### config.mk
export PLATFORM = sky130hd
export DESIGN_NAME = apb_pad_ctrl
export DESIGN_NICKNAME = d
export VERILOG_FILES = /design/src/rtl/apb_pad_ctrl_pkg.sv /design/src/rtl/apb_pad_commit_fsm.sv /design/src/rtl/apb_pad_ctrl.sv
export SDC_FILE = /design/constraint.sdc
export NUM_CORES = 1
export LEC_CHECK = 0
export ABC_AREA = 1
export CAP_MARGIN = 20
export CORE_UTILIZATION = 35
export CTS_BUF_LIST = sky130_fd_sc_hd__clkbuf_8
export CTS_CLUSTER_DIAMETER = 200
export DETAILED_ROUTE_END_ITERATION = 7
export PLACE_DENSITY_LB_ADDON = 0.15
export REMOVE_ABC_BUFFERS = 1
export SLEW_MARGIN = 20
export SYNTH_ARGS = -nofsm -noshare
export SYNTH_HDL_FRONTEND = slang
export SYNTH_SLANG_ARGS = --single-unit
### constraint.sdc
create_clock -name HCLK -period 11.6 [get_ports HCLK]
set_input_delay 3.48 -clock HCLK [delete_from_list [all_inputs] [get_ports HCLK]]
set_output_delay 3.48 -clock HCLK [all_outputs]
set_load 0.005 [all_outputs]
### src/rtl/apb_pad_ctrl_pkg.sv
// Shared types and register-map constants for the APB pad-frame controller.
package apb_pad_ctrl_pkg;

   typedef enum logic [1:0] {
      ST_IDLE   = 2'd0,
      ST_SETTLE = 2'd1,
      ST_APPLY  = 2'd2
   } commit_state_e;

   localparam logic [3:0] REG_GLOBAL = 4'd0;
   localparam logic [3:0] REG_SHADOW = 4'd1;
   localparam logic [3:0] REG_ACTIVE = 4'd2;

   localparam logic [5:0] IDX_CTRL = 6'd0;
   localparam logic [5:0] IDX_INFO = 6'd1;

   localparam int CTRL_COMMIT_BIT = 0;
   localparam int CTRL_LOCK_BIT   = 1;
   localparam int CTRL_BUSY_BIT   = 8;

   localparam logic [7:0] VERSION = 8'h02;

endpackage

### src/rtl/apb_pad_commit_fsm.sv
// Commit sequencer: waits SETTLE_CYCLES after a commit request, then issues a
// single apply strobe and a done pulse in the cycle the new values appear.
module apb_pad_commit_fsm
   import apb_pad_ctrl_pkg::*;
#(
   parameter int SETTLE_CYCLES = 4
) (
   input  logic HCLK,
   input  logic HRESETn,
   input  logic start_i,
   output logic busy_o,
   output logic commit_done_o,
   output logic apply_o
);

   commit_state_e state_q, state_d;
   logic [7:0]    cnt_q, cnt_d;
   logic          busy_q, busy_d;
   logic          done_q, done_d;

   always_comb begin
      state_d = state_q;
      cnt_d   = cnt_q;
      unique case (state_q)
         ST_IDLE: begin
            if (start_i) begin
               if (SETTLE_CYCLES == 0) begin
                  state_d = ST_APPLY;
               end else begin
                  state_d = ST_SETTLE;
                  cnt_d   = 8'(SETTLE_CYCLES);
               end
            end
         end
         ST_SETTLE: begin
            if (cnt_q <= 8'd1) state_d = ST_APPLY;
            else               cnt_d   = cnt_q - 8'd1;
         end
         ST_APPLY: state_d = ST_IDLE;
         default:  state_d = ST_IDLE;
      endcase
      busy_d = (state_d != ST_IDLE);
      // Active registers load at the end of APPLY, so done lines up with them.
      done_d = (state_q == ST_APPLY);
   end

   always_ff @(posedge HCLK or negedge HRESETn) begin
      if (!HRESETn) begin
         state_q <= ST_IDLE;
         cnt_q   <= 8'd0;
         busy_q  <= 1'b0;
         done_q  <= 1'b0;
      end else begin
         state_q <= state_d;
         cnt_q   <= cnt_d;
         busy_q  <= busy_d;
         done_q  <= done_d;
      end
   end

   assign busy_o        = busy_q;
   assign commit_done_o = done_q;
   assign apply_o       = (state_q == ST_APPLY);

endmodule

### src/rtl/apb_pad_ctrl.sv
// APB slave holding shadow and active pad mux/config registers; a COMMIT copies
// every shadow entry to the pad frame at once after a settle delay.
module apb_pad_ctrl
   import apb_pad_ctrl_pkg::*;
#(
   parameter int               APB_ADDR_WIDTH = 12,
   parameter int               N_PADS         = 32,
   parameter int               MUX_W          = 2,
   parameter int               CFG_W          = 6,
   parameter int               SETTLE_CYCLES  = 4,
   parameter logic [CFG_W-1:0] CFG_RST_VAL    = '0
) (
   input  logic                          HCLK,
   input  logic                          HRESETn,
   input  logic [APB_ADDR_WIDTH-1:0]     PADDR,
   input  logic [31:0]                   PWDATA,
   input  logic                          PWRITE,
   input  logic                          PSEL,
   input  logic                          PENABLE,
   output logic [31:0]                   PRDATA,
   output logic                          PREADY,
   output logic                          PSLVERR,
   output logic [N_PADS-1:0][MUX_W-1:0]  pad_mux_o,
   output logic [N_PADS-1:0][CFG_W-1:0]  pad_cfg_o,
   output logic                          busy_o,
   output logic                          commit_done_o
);

   localparam int IDX_W = (N_PADS > 1) ? $clog2(N_PADS) : 1;

   logic [3:0]       region;
   logic [5:0]       idx;
   logic [IDX_W-1:0] pad;
   logic             access, rd_acc, wr_acc, idx_ok;
   logic             is_ctrl, is_info, is_shadow, is_active;
   logic             err, stall, wr_en, start, apply, busy;
   logic [31:0]      rdata;
   logic             lock_q, lock_d;
   logic             unused_bits;

   logic [N_PADS-1:0][MUX_W-1:0] sh_mux_q, sh_mux_d, act_mux_q, act_mux_d;
   logic [N_PADS-1:0][CFG_W-1:0] sh_cfg_q, sh_cfg_d, act_cfg_q, act_cfg_d;

   assign region    = PADDR[11:8];
   assign idx       = PADDR[7:2];
   assign pad       = idx[IDX_W-1:0];
   assign idx_ok    = ({1'b0, idx} < 7'(N_PADS));
   assign access    = PSEL && PENABLE;
   assign rd_acc    = access && !PWRITE;
   assign wr_acc    = access && PWRITE;
   assign is_ctrl   = (region == REG_GLOBAL) && (idx == IDX_CTRL);
   assign is_info   = (region == REG_GLOBAL) && (idx == IDX_INFO);
   assign is_shadow = (region == REG_SHADOW) && idx_ok;
   assign is_active = (region == REG_ACTIVE) && idx_ok;

   always_comb begin
      err = 1'b1;
      if (is_ctrl)        err = PWRITE && PWDATA[CTRL_COMMIT_BIT] && lock_q;
      else if (is_info)   err = PWRITE;
      else if (is_shadow) err = PWRITE && lock_q;
      else if (is_active) err = PWRITE;
   end

   always_comb begin
      rdata = '0;
      if (is_ctrl) begin
         rdata[CTRL_LOCK_BIT] = lock_q;
         rdata[CTRL_BUSY_BIT] = busy;
      end else if (is_info) begin
         rdata = {8'(N_PADS), 4'(MUX_W), 4'(CFG_W), 8'(SETTLE_CYCLES), VERSION};
      end else if (is_shadow) begin
         rdata[MUX_W-1:0]  = sh_mux_q[pad];
         rdata[16 +: CFG_W] = sh_cfg_q[pad];
      end else if (is_active) begin
         rdata[MUX_W-1:0]  = act_mux_q[pad];
         rdata[16 +: CFG_W] = act_cfg_q[pad];
      end
   end

   // Writes that could disturb a running commit wait for IDLE; reads never stall.
   assign stall   = wr_acc && busy && (is_ctrl || is_shadow);
   assign wr_en   = wr_acc && !stall && !err;
   assign start   = wr_en && is_ctrl && PWDATA[CTRL_COMMIT_BIT];
   assign PREADY  = !stall;
   assign PSLVERR = access && !stall && err;
   assign PRDATA  = (rd_acc && !err) ? rdata : 32'd0;

   always_comb begin
      lock_d    = lock_q | (wr_en && is_ctrl && PWDATA[CTRL_LOCK_BIT]);
      sh_mux_d  = sh_mux_q;
      sh_cfg_d  = sh_cfg_q;
      act_mux_d = act_mux_q;
      act_cfg_d = act_cfg_q;
      if (wr_en && is_shadow) begin
         sh_mux_d[pad] = PWDATA[MUX_W-1:0];
         sh_cfg_d[pad] = PWDATA[16 +: CFG_W];
      end
      if (apply) begin
         act_mux_d = sh_mux_q;
         act_cfg_d = sh_cfg_q;
      end
   end

   always_ff @(posedge HCLK or negedge HRESETn) begin
      if (!HRESETn) begin
         lock_q    <= 1'b0;
         sh_mux_q  <= '0;
         act_mux_q <= '0;
         sh_cfg_q  <= {N_PADS{CFG_RST_VAL}};
         act_cfg_q <= {N_PADS{CFG_RST_VAL}};
      end else begin
         lock_q    <= lock_d;
         sh_mux_q  <= sh_mux_d;
         act_mux_q <= act_mux_d;
         sh_cfg_q  <= sh_cfg_d;
         act_cfg_q <= act_cfg_d;
      end
   end

   apb_pad_commit_fsm #(
      .SETTLE_CYCLES(SETTLE_CYCLES)
   ) u_commit_fsm (
      .HCLK          (HCLK),
      .HRESETn       (HRESETn),
      .start_i       (start),
      .busy_o        (busy),
      .commit_done_o (commit_done_o),
      .apply_o       (apply)
   );

   assign busy_o      = busy;
   assign pad_mux_o   = act_mux_q;
   assign pad_cfg_o   = act_cfg_q;
   assign unused_bits = ^{PADDR, PWDATA};

endmodule

---- Word level (Yosys, flattened, before mapping) ----
Index checks and enable logic that the tools add are counted.
word-level totals
  flip-flop bits (word level) ............. 525
operators by class
  equal/unequal tests ..................... 7
  bitwise gates (word level) .............. 1
  mux-type cells .......................... 38
  magnitude comparators ................... 4
  $add $sub $neg .......................... 1
  reductions and logical operators ........ 32
operators with widths
  cell                   number
  $bwmux W192            1
  $bwmux W64             1
  $bmux W6 S5            2
  $mux W6                7
  $mux W32               1
  $demux W6 S5           1
  $mux W8                3
  $mux W23               1
  $logic_and A1 B1 Y1    22
  $bmux W2 S5            2
  $mux W2                8
  $pmux W8 S2            1
  $demux W2 S5           1
  $mux W9                1
  $le A8 B1 Y1 const B   1
  $sub A8 B1 Y8 const B  1
  $mux W1                7
  $eq A6 B1 Y1 const B   1
  $logic_not A6 Y1       1
  $lt A5 B6 Y1 const B   1
  $lt A6 B6 Y1 const B   1
  $ge A5 B1 Y1 const B   1
  $eq A4 B1 Y1 const B   1
  $eq A4 B2 Y1 const B   1
  other kinds (11)       15

---- Depth between registers and ports, before layout ----
Gate-level depths: netlist of the first run.
  word-level depth ........................ 13
  gate-level depth with buffers ........... 15

---- By module ----
Synthesis of the first run repeated with hierarchy kept, for this count alone.
second synthesis, totals
  cells, all modules ...................... 3332
  area, all modules ....................... 26524.2 µm²
modules (own cells, without submodules)
  module              area each (µm²)  seq. area each (µm²)  cells each  instances
  apb_pad_ctrl        25772.2          12837.3               3244        1
  apb_pad_commit_fsm  752.0            300.3                 88          1

---- Least setup slack after synthesis of the first run ----
No wires, ideal clock.
  kind .................................... input port to output port
  start point ............................. in PADDR[3]
  end point ............................... out PRDATA[1]
  path slack .............................. 3.088 ns
  arrival time ............................ 5.032 ns
  stages .................................. 15
  path through ............................ buf_4 clkinv_2 nor2_1 clkbuf_1 clkbuf_1 nand2_1 nand3_1 nand2_1 nand2_1 nor2_1 nand2_1 nand2_1 nand3_1 nand2_1 inv_1
on the way
  cells in the longest elaborated chain, start to end .. 9
  elaborated cells on any way between the ends .. 22
RTL lines
  what                 line                text
  start, declared      apb_pad_ctrl.sv:15  input logic [APB_ADDR_WIDTH-1:0] PADDR,
  $lt A6 B6 Y1         apb_pad_ctrl.sv:47  assign idx_ok = ({1'b0, idx} < 7'(N_PADS));
  $logic_and A1 B1 Y1  apb_pad_ctrl.sv:54  assign is_active = (region == REG_ACTIVE) && idx_ok;
  $mux W1              apb_pad_ctrl.sv:61  else if (is_active) err = PWRITE;
  $mux W1              apb_pad_ctrl.sv:60  else if (is_shadow) err = PWRITE && lock_q;
  $mux W1              apb_pad_ctrl.sv:59  else if (is_info) err = PWRITE;
  $mux W1              apb_pad_ctrl.sv:58  if (is_ctrl) err = PWRITE && PWDATA[CTRL_COMMIT_BIT] && lock_q;
  $logic_not A1 Y1     apb_pad_ctrl.sv:86  assign PRDATA = (rd_acc && !err) ? rdata : 32'd0;
  $logic_and A1 B1 Y1  apb_pad_ctrl.sv:86
  $mux W32 (*)         apb_pad_ctrl.sv:86
  end, declared        apb_pad_ctrl.sv:20  output logic [31:0] PRDATA,
Mark *: on every way between the ends. The rest lies on a longest branch, timed or not. The select of a mux whose other input is x is not followed.

---- Worst setup path in the final report of the first run ----
  start point ............................. in PADDR[2]
  end point ............................... out PRDATA[29]
The elaborated chain is that of the path after synthesis.

==> flow_summary.rst, run 1 <==
.. list-table::
   :header-rows: 1

   * - Metric
     - Value
   * - Run status
     - complete, no violations
   * - Static Leakage
     - 0.0139 uW
   * - Global routing usage summed across all routing layers
     - 25.4%
   * - Yosys reg bits
     - 525
   * - HPWL after detailed placement
     - 60.8 mm
   * - Total Nets Final
     - 3483
   * - Ys async rst share
     - 100%
   * - Synth Warn #
     - 0
   * - Critical path startpoint category
     - primary input
   * - EDFF count, synth
     - 0
   * - Routed wire per std cell
     - 20.9 um
   * - Number of I/O port buffers
     - 293
   * - Setup slack of the critical path after layout
     - 908 ps
   * - Worst Reg2Reg Path Length in Cells
     - 5
   * - Arrival time worst endpoint
     - 7210 ps
   * - Count of endpoints failing hold in the final timing report
     - 0
   * - Post-place setup slack
     - 941 ps
   * - Global route total overflow
     - 0
   * - Total of max-cap violations
     - 0
   * - End-of-flow core utilization
     - 43.0%
   * - Setup TNS Final
     - 0 ps
   * - Weighted congestion at the end of routability-driven global placement
     - 0.863
   * - Pin slew with the least headroom to its limit
     - 1080 ps
   * - Share of final-layout standard cells stronger than drive strength 1
     - 7.09%
   * - TritonRoute pass-1 iters
     - 7
   * - Slew margin rel.
     - 27.9%
   * - Htree depth
     - 3
   * - Areal power density over the cells
     - 122 mW/mm2
   * - Overall die height
     - 269 um
   * - Required time of the critical path
     - 8120 ps
   * - Seq/Total Area, Yosys
     - 52.5%
   * - Clock transition at the registers of the reported paths
     - 60 ps
   * - Standard-cell rows
     - 97
   * - Max Transition Viols Final
     - 0
   * - Wire length of the first global-routing pass
     - 137 mm
   * - DIE AREA
     - 0.0725 mm2
   * - Final number of setup-violating endpoints
     - 0
   * - CTS tree
     - built
   * - Post-cts gate resize count
     - 0
   * - Via count of the first global-routing pass
     - 20971
   * - Total power after layout
     - 3680 uW
   * - Pin count of the biggest net entering global routing
     - 195
   * - Total clock buffers created by CTS
     - 93
   * - Initial Util
     - 35.5%
   * - Total wire length after detailed routing
     - 92.9 mm
   * - Post-route clock period utilization
     - 92.2%
   * - Unique cell type count in the Yosys netlist
     - 36
   * - Nature of the critical path endpoint
     - primary output
   * - Final Critical Period
     - 10690 ps
   * - Post-CTS Setup Repair Bufs
     - 0
   * - Synthesis-to-layout area growth
     - 21.0%
   * - Total number of clock tree sinks
     - 525
   * - Post-synthesis instance area
     - 0.0250 mm2
   * - Root Buffer Master
     - sky130_fd_sc_hd__clkbuf_8
   * - Hold path cells
     - 2
   * - Placeable Area
     - 0.0704 mm2
   * - Worst hold path type
     - reg2reg
   * - Worst Clk Skew
     - 31.6 ps
   * - Hold buffers post-CTS
     - 0
   * - Vias per inst
     - 4.94
   * - DRC
     - 0
   * - Share of the synthesized area in the top cell type
     - 52.5%
   * - Total vias in the final route
     - 21951
   * - Largest area contributor in the netlist
     - sky130_fd_sc_hd__dfrtp_1
   * - Max Fanout on Critical Path
     - 20
   * - Width of the die
     - 269 um
   * - Starting DRC count in detailed routing
     - 1851
   * - Number of cells produced by synthesis
     - 3192
   * - IR drop worst, VDD
     - 0.0000812 V
   * - Clock network latency to the later pin of the worst-skew pair
     - 720 ps
   * - RSZ-0062 raised after global routing
     - no
   * - Final-layout worst hold slack
     - 485 ps
   * - Antenna violations before repair
     - 6
   * - Buffer depth of the longest clock path
     - 3
   * - Synth Area per Inst
     - 7.84 um2
   * - Biggest area contributors in the synthesized netlist
     - sky130_fd_sc_hd__dfrtp_1 53%, sky130_fd_sc_hd__nand2_1 20%, sky130_fd_sc_hd__o21ai_1 4.8%
   * - Worst setup path category
     - in2out
   * - Achievable frequency
     - 93.5 MHz
   * - Most instantiated flip-flop cell in the synthesis netlist
     - sky130_fd_sc_hd__dfrtp_1
   * - Post-DRT Antenna Nets
     - 0
   * - Count of pins on the block boundary
     - 341
-- final cells by class --
cell class              count  area (um2)
fillers                  7305       40100
flip-flops and latches    525       13100
multi-input cells        2256       10000
repair buffers            333        3330
clock buffers             107        1470
well taps                 940        1180
inverters                 223         847
clock inverters            56         259
diodes                      2        5.00
-- critical path, stage by stage --
cell and delay, ps:
sky130_fd_sc_hd__buf_2 610, sky130_fd_sc_hd__inv_2 390, sky130_fd_sc_hd__nand2_2 450, sky130_fd_sc_hd__nor2_2 130, sky130_fd_sc_hd__nand2_1 160, sky130_fd_sc_hd__nor2_1 60, sky130_fd_sc_hd__a21oi_1 230, sky130_fd_sc_hd__nand2_1 330
sky130_fd_sc_hd__nor3_1 690, sky130_fd_sc_hd__clkdlybuf4s50_1 640
-- stage by stage --
| stage | cell area [um2] | std cells |
|---|---|---|
| 2_1_floorplan | 24000 | 3004 |
| 3_3_place_gp | 28500 | 4277 |
| 3_5_place_dp | 28500 | 4277 |
| 4_1_cts | 30300 | 4440 |
| 5_1_grt | 30300 | 4441 |
| 6_report | 30300 | 4442 |
-- flip-flops by register name (all words and copies together), names as in the netlist --
signal,count
lock_q,1
pad_mux_o,64
sh_cfg_q,192
pad_cfg_o,192
u_commit_fsm.state_q,2
u_commit_fsm.cnt_q,8
u_commit_fsm.commit_done_o,1
sh_mux_q,64
u_commit_fsm.busy_o,1
-- cells by family after synthesis --
logic type	after synthesis	share of synthesized area, %
simple gates	1704	28.3
compound gates	525	11.1
flops	525	52.5
buf+inv	431	7.80
xor+xnor	4	0.140
fa+ha+maj	2	0.100
other cells	1	0.0150
-- synth_stat cells, types with 2 or more instances --
cell / instances
sky130_fd_sc_hd__xor2_1: 3
sky130_fd_sc_hd__nand2_2: 5
sky130_fd_sc_hd__nand3_1: 45
sky130_fd_sc_hd__o21ai_1: 242
sky130_fd_sc_hd__clkinv_1: 2
sky130_fd_sc_hd__a21oi_1: 40
sky130_fd_sc_hd__nor3_1: 6
sky130_fd_sc_hd__nand2_1: 1312
sky130_fd_sc_hd__inv_2: 4
sky130_fd_sc_hd__buf_1: 18
sky130_fd_sc_hd__ha_1: 2
sky130_fd_sc_hd__nand4_1: 41
sky130_fd_sc_hd__inv_1: 216
sky130_fd_sc_hd__buf_2: 13
sky130_fd_sc_hd__a22oi_1: 31
sky130_fd_sc_hd__buf_12: 3
sky130_fd_sc_hd__nor3_2: 5
sky130_fd_sc_hd__nor2_4: 2
sky130_fd_sc_hd__dfrtp_1: 525
sky130_fd_sc_hd__clkbuf_1: 126
sky130_fd_sc_hd__nor2_2: 3
sky130_fd_sc_hd__o21ai_0: 179
sky130_fd_sc_hd__nand2_4: 2
sky130_fd_sc_hd__o21ai_2: 14
sky130_fd_sc_hd__buf_4: 25
sky130_fd_sc_hd__nor2_1: 249
sky130_fd_sc_hd__o22ai_1: 18
sky130_fd_sc_hd__buf_6: 23
sky130_fd_sc_hd__nand3_4: 29
sky130_fd_sc_hd__nand3_2: 3
-- path summary, 6_finish.rpt --
path	start	end	slack, ps
worst max-delay path	PADDR[2]	PRDATA[29]	910
min in group asynchronous	HRESETn	pad_cfg_o[45]$_DFFE_PN0P_	2760
worst max register to register	u_commit_fsm.state_q[0]$_DFF_PN0_	pad_cfg_o[115]$_DFFE_PN0P_	8690
max in group asynchronous	HRESETn	sh_mux_q[40]$_DFFE_PN0P_	6690
worst min-delay path	sh_cfg_q[53]$_DFFE_PN0P_	sh_cfg_q[53]$_DFFE_PN0P_	480
worst min register to register	sh_cfg_q[53]$_DFFE_PN0P_	sh_cfg_q[53]$_DFFE_PN0P_	480
-- power by group --
part | switching (uW) | internal, uW | total, uW
sequential | 0.159 | 1830 | 1830
clock | 815 | 840 | 1650
combinational | 158 | 32.7 | 191
total | 973 | 2700 | 3680
-- placed cells by master, fill, tap and decap left out, types with 41 or more instances in the layout --
master / n
sky130_fd_sc_hd__nand2_1: 1311
sky130_fd_sc_hd__dfrtp_1: 525
sky130_fd_sc_hd__clkdlybuf4s50_1: 291
sky130_fd_sc_hd__inv_1: 249
sky130_fd_sc_hd__nor2_1: 246
sky130_fd_sc_hd__o21ai_1: 242
sky130_fd_sc_hd__o21ai_0: 179
sky130_fd_sc_hd__clkbuf_8: 107
sky130_fd_sc_hd__nand3_1: 45
sky130_fd_sc_hd__nand4_1: 41
-- metal layers --
metal,global-route usage (%),up-vias,routed length [um]
met2,38.6,648,41100
met3,6.21,173,6500
li1,-,10551,-
met1,34.3,10571,41700
met5,0,-,46
met4,11.0,8,3590
No activity file was read; power rests on OpenSTA's default activity.
==> run 2, diff against run 1 <==
--- a/config.mk
+++ b/config.mk
@@ -7,11 +7,12 @@
 export LEC_CHECK = 0
 export ABC_AREA = 1
 export CAP_MARGIN = 20
+export CORE_MARGIN = 1
 export CORE_UTILIZATION = 35
 export CTS_BUF_LIST = sky130_fd_sc_hd__clkbuf_8
 export CTS_CLUSTER_DIAMETER = 200
 export DETAILED_ROUTE_END_ITERATION = 7
-export PLACE_DENSITY_LB_ADDON = 0.15
+export PLACE_DENSITY = 0.6
 export REMOVE_ABC_BUFFERS = 1
 export SLEW_MARGIN = 20
 export SYNTH_ARGS = -nofsm -noshare
==> run 2 against run 1 <==
- final area about the same
- clock power hardly changed
- final cell count about the same
- count of clock-buffer cells in the layout is 6 lower
- global-route usage shrank 0.67 points
- setup slack gained 110 ps
- critical path type unchanged
- critical endpoint is now PRDATA[19]
==> flow_summary.rst, run 2 (synthesis results as in run 1) <==
.. list-table::
   :header-rows: 1

   * - Metric
     - Value
   * - Pin slew with the least headroom to its limit
     - 1050 ps
   * - Post-CTS Setup Repair Bufs
     - 0
   * - Clock network latency to the later pin of the worst-skew pair
     - 710 ps
   * - Filler cell count
     - 7223
   * - Standard-cell rows
     - 97
   * - Count of pins on the block boundary
     - 341
   * - Antenna violations before repair
     - 6
   * - Root Buffer Master
     - sky130_fd_sc_hd__clkbuf_8
   * - Arrival time worst endpoint
     - 7100 ps
   * - Final non-filler cell total
     - 4440
   * - Number of I/O port buffers
     - 293
   * - Placeable Area
     - 0.0704 mm2
   * - Total number of clock tree sinks
     - 525
   * - Post-cts gate resize count
     - 0
   * - Commonest non-fill, non-tap cell in the layout
     - sky130_fd_sc_hd__nand2_1
   * - Critical path startpoint category
     - primary input
   * - Setup TNS Final
     - 0 ps
   * - Post-DRT Antenna Nets
     - 0
   * - Total clock buffers created by CTS
     - 88
   * - Htree depth
     - 3
   * - Overall die height
     - 269 um
   * - Starting DRC count in detailed routing
     - 2064
   * - Wire length of the first global-routing pass
     - 135 mm
   * - Achievable frequency
     - 94.5 MHz
   * - Count of endpoints failing hold in the final timing report
     - 0
   * - Buffer depth of the longest clock path
     - 3
   * - Relative contribution of combinational cells to total power
     - 5.2%
   * - Nature of the critical path endpoint
     - primary output
   * - Final Critical Period
     - 10580 ps
   * - Proportion of power drawn by the clock network
     - 44.6%
   * - CTS tree
     - built
   * - Internal Power
     - 2720 uW
   * - IR drop worst, VDD
     - 0.0000626 V
   * - Cell Count Post-Placement
     - 4288
   * - Commonest cells after routing, fill and taps aside
     - 1311 x sky130_fd_sc_hd__nand2_1, 525 x sky130_fd_sc_hd__dfrtp_1, 291 x sky130_fd_sc_hd__clkdlybuf4s50_1
   * - Hold buffers post-CTS
     - 0
   * - Final number of setup-violating endpoints
     - 0
   * - Max Fanout on Critical Path
     - 9
   * - Worst Clk Skew
     - 54.7 ps
   * - DRC
     - 0
   * - Areal power density over the cells
     - 120 mW/mm2
   * - Max Transition Viols Final
     - 0
   * - HPWL after detailed placement
     - 60.6 mm
   * - Static Leakage
     - 0.0139 uW
   * - Clock transition at the registers of the reported paths
     - 60 ps
   * - Worst hold path type
     - reg2reg
   * - Global routing usage summed across all routing layers
     - 24.7%
   * - Synthesis-to-layout area growth
     - 21.1%
   * - Via count of the first global-routing pass
     - 20828
   * - Weighted congestion at the end of routability-driven global placement
     - 0.858
   * - Power spent charging and discharging nets
     - 924 uW
   * - Share of final-layout standard cells stronger than drive strength 1
     - 7.09%
   * - Global route total overflow
     - 0
   * - Width of the die
     - 269 um
   * - TritonRoute pass-1 iters
     - 7
   * - Total vias in the final route
     - 21840
   * - Pin count of the biggest net entering global routing
     - 154
   * - Switching power as a share of total power
     - 25.3%
   * - DIE AREA
     - 0.0725 mm2
   * - Part of the power in registers
     - 50.2%
   * - Routed wire per std cell
     - 20.3 um
   * - Initial Util
     - 35.5%
   * - Slew margin rel.
     - 29.7%
   * - Worst setup path category
     - in2out
   * - Total wire length after detailed routing
     - 90.0 mm
   * - Vias per inst
     - 4.92
   * - Run status
     - complete, no violations
   * - Total Nets Final
     - 3489
   * - Post-route clock period utilization
     - 91.2%
   * - Required time of the critical path
     - 8120 ps
   * - Total of max-cap violations
     - 0
   * - RSZ-0062 raised after global routing
     - no
[run 2: cell types whose count changed in the layout (fill, tap and decap cells not counted)]
cell / delta
sky130_fd_sc_hd__clkbuf_8: -6
sky130_fd_sc_hd__inv_2: -1
sky130_fd_sc_hd__buf_4: +13
sky130_fd_sc_hd__bufinv_16: +3
sky130_fd_sc_hd__inv_8: -2
sky130_fd_sc_hd__clkinv_2: -6
sky130_fd_sc_hd__inv_1: -3
sky130_fd_sc_hd__diode_2: +1
sky130_fd_sc_hd__buf_6: -2
sky130_fd_sc_hd__inv_6: +1
[run 2: power groups by stage]
| stage | Sequential, uW | Clock (uW) | Combinational, uW |
|---|---|---|---|
| 2_1_floorplan | 1870 | 0 | 63.5 |
| 3_3_place_gp | 1870 | 0 | 192 |
| 3_5_place_dp | 1870 | 0 | 192 |
| 4_1_cts | 1830 | 1660 | 192 |
| 5_1_grt | 1830 | 1730 | 205 |
| 6_report | 1830 | 1630 | 189 |
[run 2: area by class of cell]
cell class              instances  area, um2  area share [%]
flip-flops and latches        525      13100            43.4
clock inverters                48        292           0.962
well taps                     940       1180            3.88
multi-input cells            2256      10000            33.1
inverters                     223        846            2.79
repair buffers                344       3400            11.2
diodes                          3       7.51          0.0248
clock buffers                 101       1390            4.59
[run 2: final timing paths]
kind,startpoint,slack (ps),cells past startpoint,to
max,PADDR[3],1020,10,PRDATA[19]
min,sh_cfg_q[100]$_DFFE_PN0P_,480,2,sh_cfg_q[100]$_DFFE_PN0P_
max reg2reg,u_commit_fsm.state_q[1]$_DFF_PN0_,8420,6,pad_cfg_o[169]$_DFFE_PN0P_
min reg2reg,sh_cfg_q[100]$_DFFE_PN0P_,480,2,sh_cfg_q[100]$_DFFE_PN0P_
max in group asynchronous,HRESETn,6590,3,sh_mux_q[41]$_DFFE_PN0P_
min in group asynchronous,HRESETn,2880,1,pad_mux_o[36]$_DFFE_PN0P_
[run 2: per-stage QoR]
stage / utilization (%) / setup slack, ps / cell area [um2] / hold slack [ps] / power (uW)
3_5_place_dp: 40.6 / 1090 / 28600 / 469 / 2060
4_1_cts: 43.0 / 1060 / 30300 / 483 / 3680
6_report: 43.0 / 1020 / 30300 / 480 / 3650
2_1_floorplan: - / 451 / 24000 / 455 / 1930
5_1_grt: 43.0 / 877 / 30300 / 504 / 3770
3_3_place_gp: 40.6 / 1080 / 28600 / 465 / 2060
[run 2: worst max-delay path, stage by stage]
cell and delay (ps):
sky130_fd_sc_hd__clkdlybuf4s50_1 710, sky130_fd_sc_hd__clkinv_2 370, sky130_fd_sc_hd__nand2_2 410, sky130_fd_sc_hd__o22ai_1 120, sky130_fd_sc_hd__o21ai_0 440, sky130_fd_sc_hd__nand2_1 210, sky130_fd_sc_hd__nor2_1 140, sky130_fd_sc_hd__nand3_1 80
sky130_fd_sc_hd__a21oi_1 500, sky130_fd_sc_hd__clkdlybuf4s50_1 610
[run 2: metal layers]
| layer | share of wire, % | up-vias | routed length (um) | GRT usage (%) |
|---|---|---|---|---|
| li1 | - | 10532 | - | - |
| met1 | 44 | 10510 | 39500 | 33.6 |
| met2 | 45 | 665 | 40900 | 38.6 |
| met3 | 7.7 | 125 | 6940 | 5.70 |
| met4 | 2.8 | 8 | 2560 | 8.31 |
| met5 | 0.061 | - | 55 | 0 |
==> run 3, diff against run 2 <==
--- a/config.mk
+++ b/config.mk
@@ -12,6 +12,7 @@
 export CTS_BUF_LIST = sky130_fd_sc_hd__clkbuf_8
 export CTS_CLUSTER_DIAMETER = 200
 export DETAILED_ROUTE_END_ITERATION = 7
+export MAX_ROUTING_LAYER = met4
 export PLACE_DENSITY = 0.6
 export REMOVE_ABC_BUFFERS = 1
 export SLEW_MARGIN = 20
==> run 3 against run 2 <==
- via count is 0.41% higher
- sequential power hardly changed
- core utilization hardly changed
- fmax is 0.70% lower
==> flow_summary.rst, run 3 (synthesis results as in run 1) <==
.. list-table::
   :header-rows: 1

   * - Metric
     - Value
   * - Run status
     - complete, no violations
   * - Post-cts gate resize count
     - 0
   * - Worst hold path type
     - reg2reg
   * - Final number of setup-violating endpoints
     - 0
   * - Nature of the critical path endpoint
     - primary output
   * - Relative contribution of combinational cells to total power
     - 5.2%
   * - Post-route clock period utilization
     - 91.8%
   * - Routed wire per std cell
     - 20.3 um
   * - Placeable Area
     - 0.0704 mm2
   * - End-of-flow core utilization
     - 43.0%
   * - Critical path startpoint category
     - primary input
   * - Antenna violations before repair
     - 6
   * - DRC
     - 0
   * - TritonRoute pass-1 iters
     - 6
   * - Commonest cells after routing, fill and taps aside
     - 1311 x sky130_fd_sc_hd__nand2_1, 525 x sky130_fd_sc_hd__dfrtp_1, 291 x sky130_fd_sc_hd__clkdlybuf4s50_1
   * - Static Leakage
     - 0.0139 uW
   * - Buffer depth of the longest clock path
     - 3
   * - Setup TNS Final
     - 0 ps
   * - Commonest non-fill, non-tap cell in the layout
     - sky130_fd_sc_hd__nand2_1
   * - Max Transition Viols Final
     - 0
   * - Synthesis-to-layout area growth
     - 21.1%
   * - Vias per inst
     - 4.93
   * - Slew margin rel.
     - 29.6%
   * - Count of endpoints failing hold in the final timing report
     - 0
   * - Overall die height
     - 269 um
   * - Total of max-cap violations
     - 0
   * - Number of I/O port buffers
     - 293
   * - Total clock buffers created by CTS
     - 88
   * - HPWL after detailed placement
     - 60.6 mm
   * - Part of the power in registers
     - 50.3%
   * - Worst Clk Skew
     - 50.8 ps
   * - Max Fanout on Critical Path
     - 9
   * - Post-CTS Setup Repair Bufs
     - 0
   * - Global route total overflow
     - 0
   * - Weighted congestion at the end of routability-driven global placement
     - 0.871
   * - Global routing usage summed across all routing layers
     - 25.5%
   * - Total Nets Final
     - 3489
   * - Final non-filler cell total
     - 4444
   * - Standard-cell rows
     - 97
   * - Switching power as a share of total power
     - 25.3%
   * - Slowest stage delay, CP
     - 710 ps
   * - Achievable frequency
     - 93.9 MHz
   * - Share of final-layout standard cells stronger than drive strength 1
     - 7.09%
   * - Hold buffers post-CTS
     - 0
   * - Via count of the first global-routing pass
     - 20792
   * - Total wire length after detailed routing
     - 90.1 mm
   * - Starting DRC count in detailed routing
     - 2123
   * - Htree depth
     - 3
   * - Areal power density over the cells
     - 120 mW/mm2
   * - Initial Util
     - 35.5%
   * - Wire length of the first global-routing pass
     - 135 mm
   * - Total vias in the final route
     - 21929
   * - Cell Count Post-Placement
     - 4288
   * - Clock transition at the registers of the reported paths
     - 60 ps
   * - Internal Power
     - 2720 uW
   * - Proportion of power drawn by the clock network
     - 44.5%
   * - Pin count of the biggest net entering global routing
     - 154
   * - Count of pins on the block boundary
     - 341
   * - Cell at the slowest stage of the critical path
     - sky130_fd_sc_hd__nor3_1
   * - Post-DRT Antenna Nets
     - 0
   * - Required time of the critical path
     - 8120 ps
   * - Worst setup path category
     - in2out
   * - RSZ-0062 raised after global routing
     - no
   * - DIE AREA
     - 0.0725 mm2
   * - CTS tree
     - built
   * - Clock network latency to the later pin of the worst-skew pair
     - 710 ps
   * - Total number of clock tree sinks
     - 525
   * - Power spent charging and discharging nets
     - 922 uW
   * - Final Critical Period
     - 10650 ps
   * - IR drop worst, VDD
     - 0.0000635 V
   * - Pin slew with the least headroom to its limit
     - 1060 ps
   * - Ordered cell list for the critical path
     - clkdlybuf4s50_1 -> clkinv_2 -> nand2_2 -> nor2_2 -> nand2_1 -> nor2_1 -> a21oi_1 -> buf_4 -> nand2_1 -> nor3_1 -> clkdlybuf4s50_1
   * - Arrival time worst endpoint
     - 7170 ps
   * - Width of the die
     - 269 um
   * - Root Buffer Master
     - sky130_fd_sc_hd__clkbuf_8
-- run 3: cell count changes in the layout (fill, tap and decap cells not counted), sizes merged --
cell,delta
diode,+4
-- run 3: critical path: cells and delay by family --
kind / cells / cell delay [ps]
compound gates: 1 / 110
simple gates: 6 / 1690
buf+inv: 4 / 1880
-- run 3: final timing paths --
check | from | end | slack, ps | cells after the start
min in group asynchronous | HRESETn | pad_mux_o[36]$_DFFE_PN0P_ | 2870 | 1
hold reg to reg | sh_cfg_q[100]$_DFFE_PN0P_ | sh_cfg_q[100]$_DFFE_PN0P_ | 480 | 2
hold / removal | sh_cfg_q[100]$_DFFE_PN0P_ | sh_cfg_q[100]$_DFFE_PN0P_ | 480 | 2
setup / recovery | PADDR[3] | PRDATA[29] | 950 | 11
max in group asynchronous | HRESETn | sh_mux_q[41]$_DFFE_PN0P_ | 6610 | 3
setup reg to reg | u_commit_fsm.state_q[1]$_DFF_PN0_ | pad_mux_o[63]$_DFFE_PN0P_ | 8430 | 6
-- run 3: power groups by stage --
| stage | Clock [uW] | Combinational, uW | Sequential, uW |
|---|---|---|---|
| after floorplan | 0 | 63.5 | 1870 |
| after global placement | 0 | 192 | 1870 |
| after detailed placement | 0 | 192 | 1870 |
| after CTS | 1660 | 192 | 1830 |
| after global routing | 1730 | 205 | 1830 |
| final | 1620 | 190 | 1830 |
-- run 3: area by class of cell --
type	instances	area, um2
multi-input cells	2256	10000
repair buffers	344	3400
fillers	7221	40100
clock inverters	48	292
well taps	940	1180
clock buffers	101	1390
diodes	7	17.5
flip-flops and latches	525	13100
inverters	223	846
-- run 3: through the flow --
stage | cell area (um2) | total power, uW | worst slack [ps] | hold slack (ps)
6_report | 30300 | 3640 | 946 | 480
3_3_place_gp | 28600 | 2060 | 1080 | 465
3_5_place_dp | 28600 | 2060 | 1090 | 469
5_1_grt | 30300 | 3770 | 877 | 504
2_1_floorplan | 24000 | 1930 | 451 | 455
4_1_cts | 30300 | 3680 | 1060 | 483
-- run 3: routing by layer --
layer	share of wire, %	wire length (um)	GRT usage [%]
met5	0	0	-
met2	45	40700	38.5
met1	44	39800	33.9
met3	7.9	7080	5.57
met4	2.8	2530	8.36
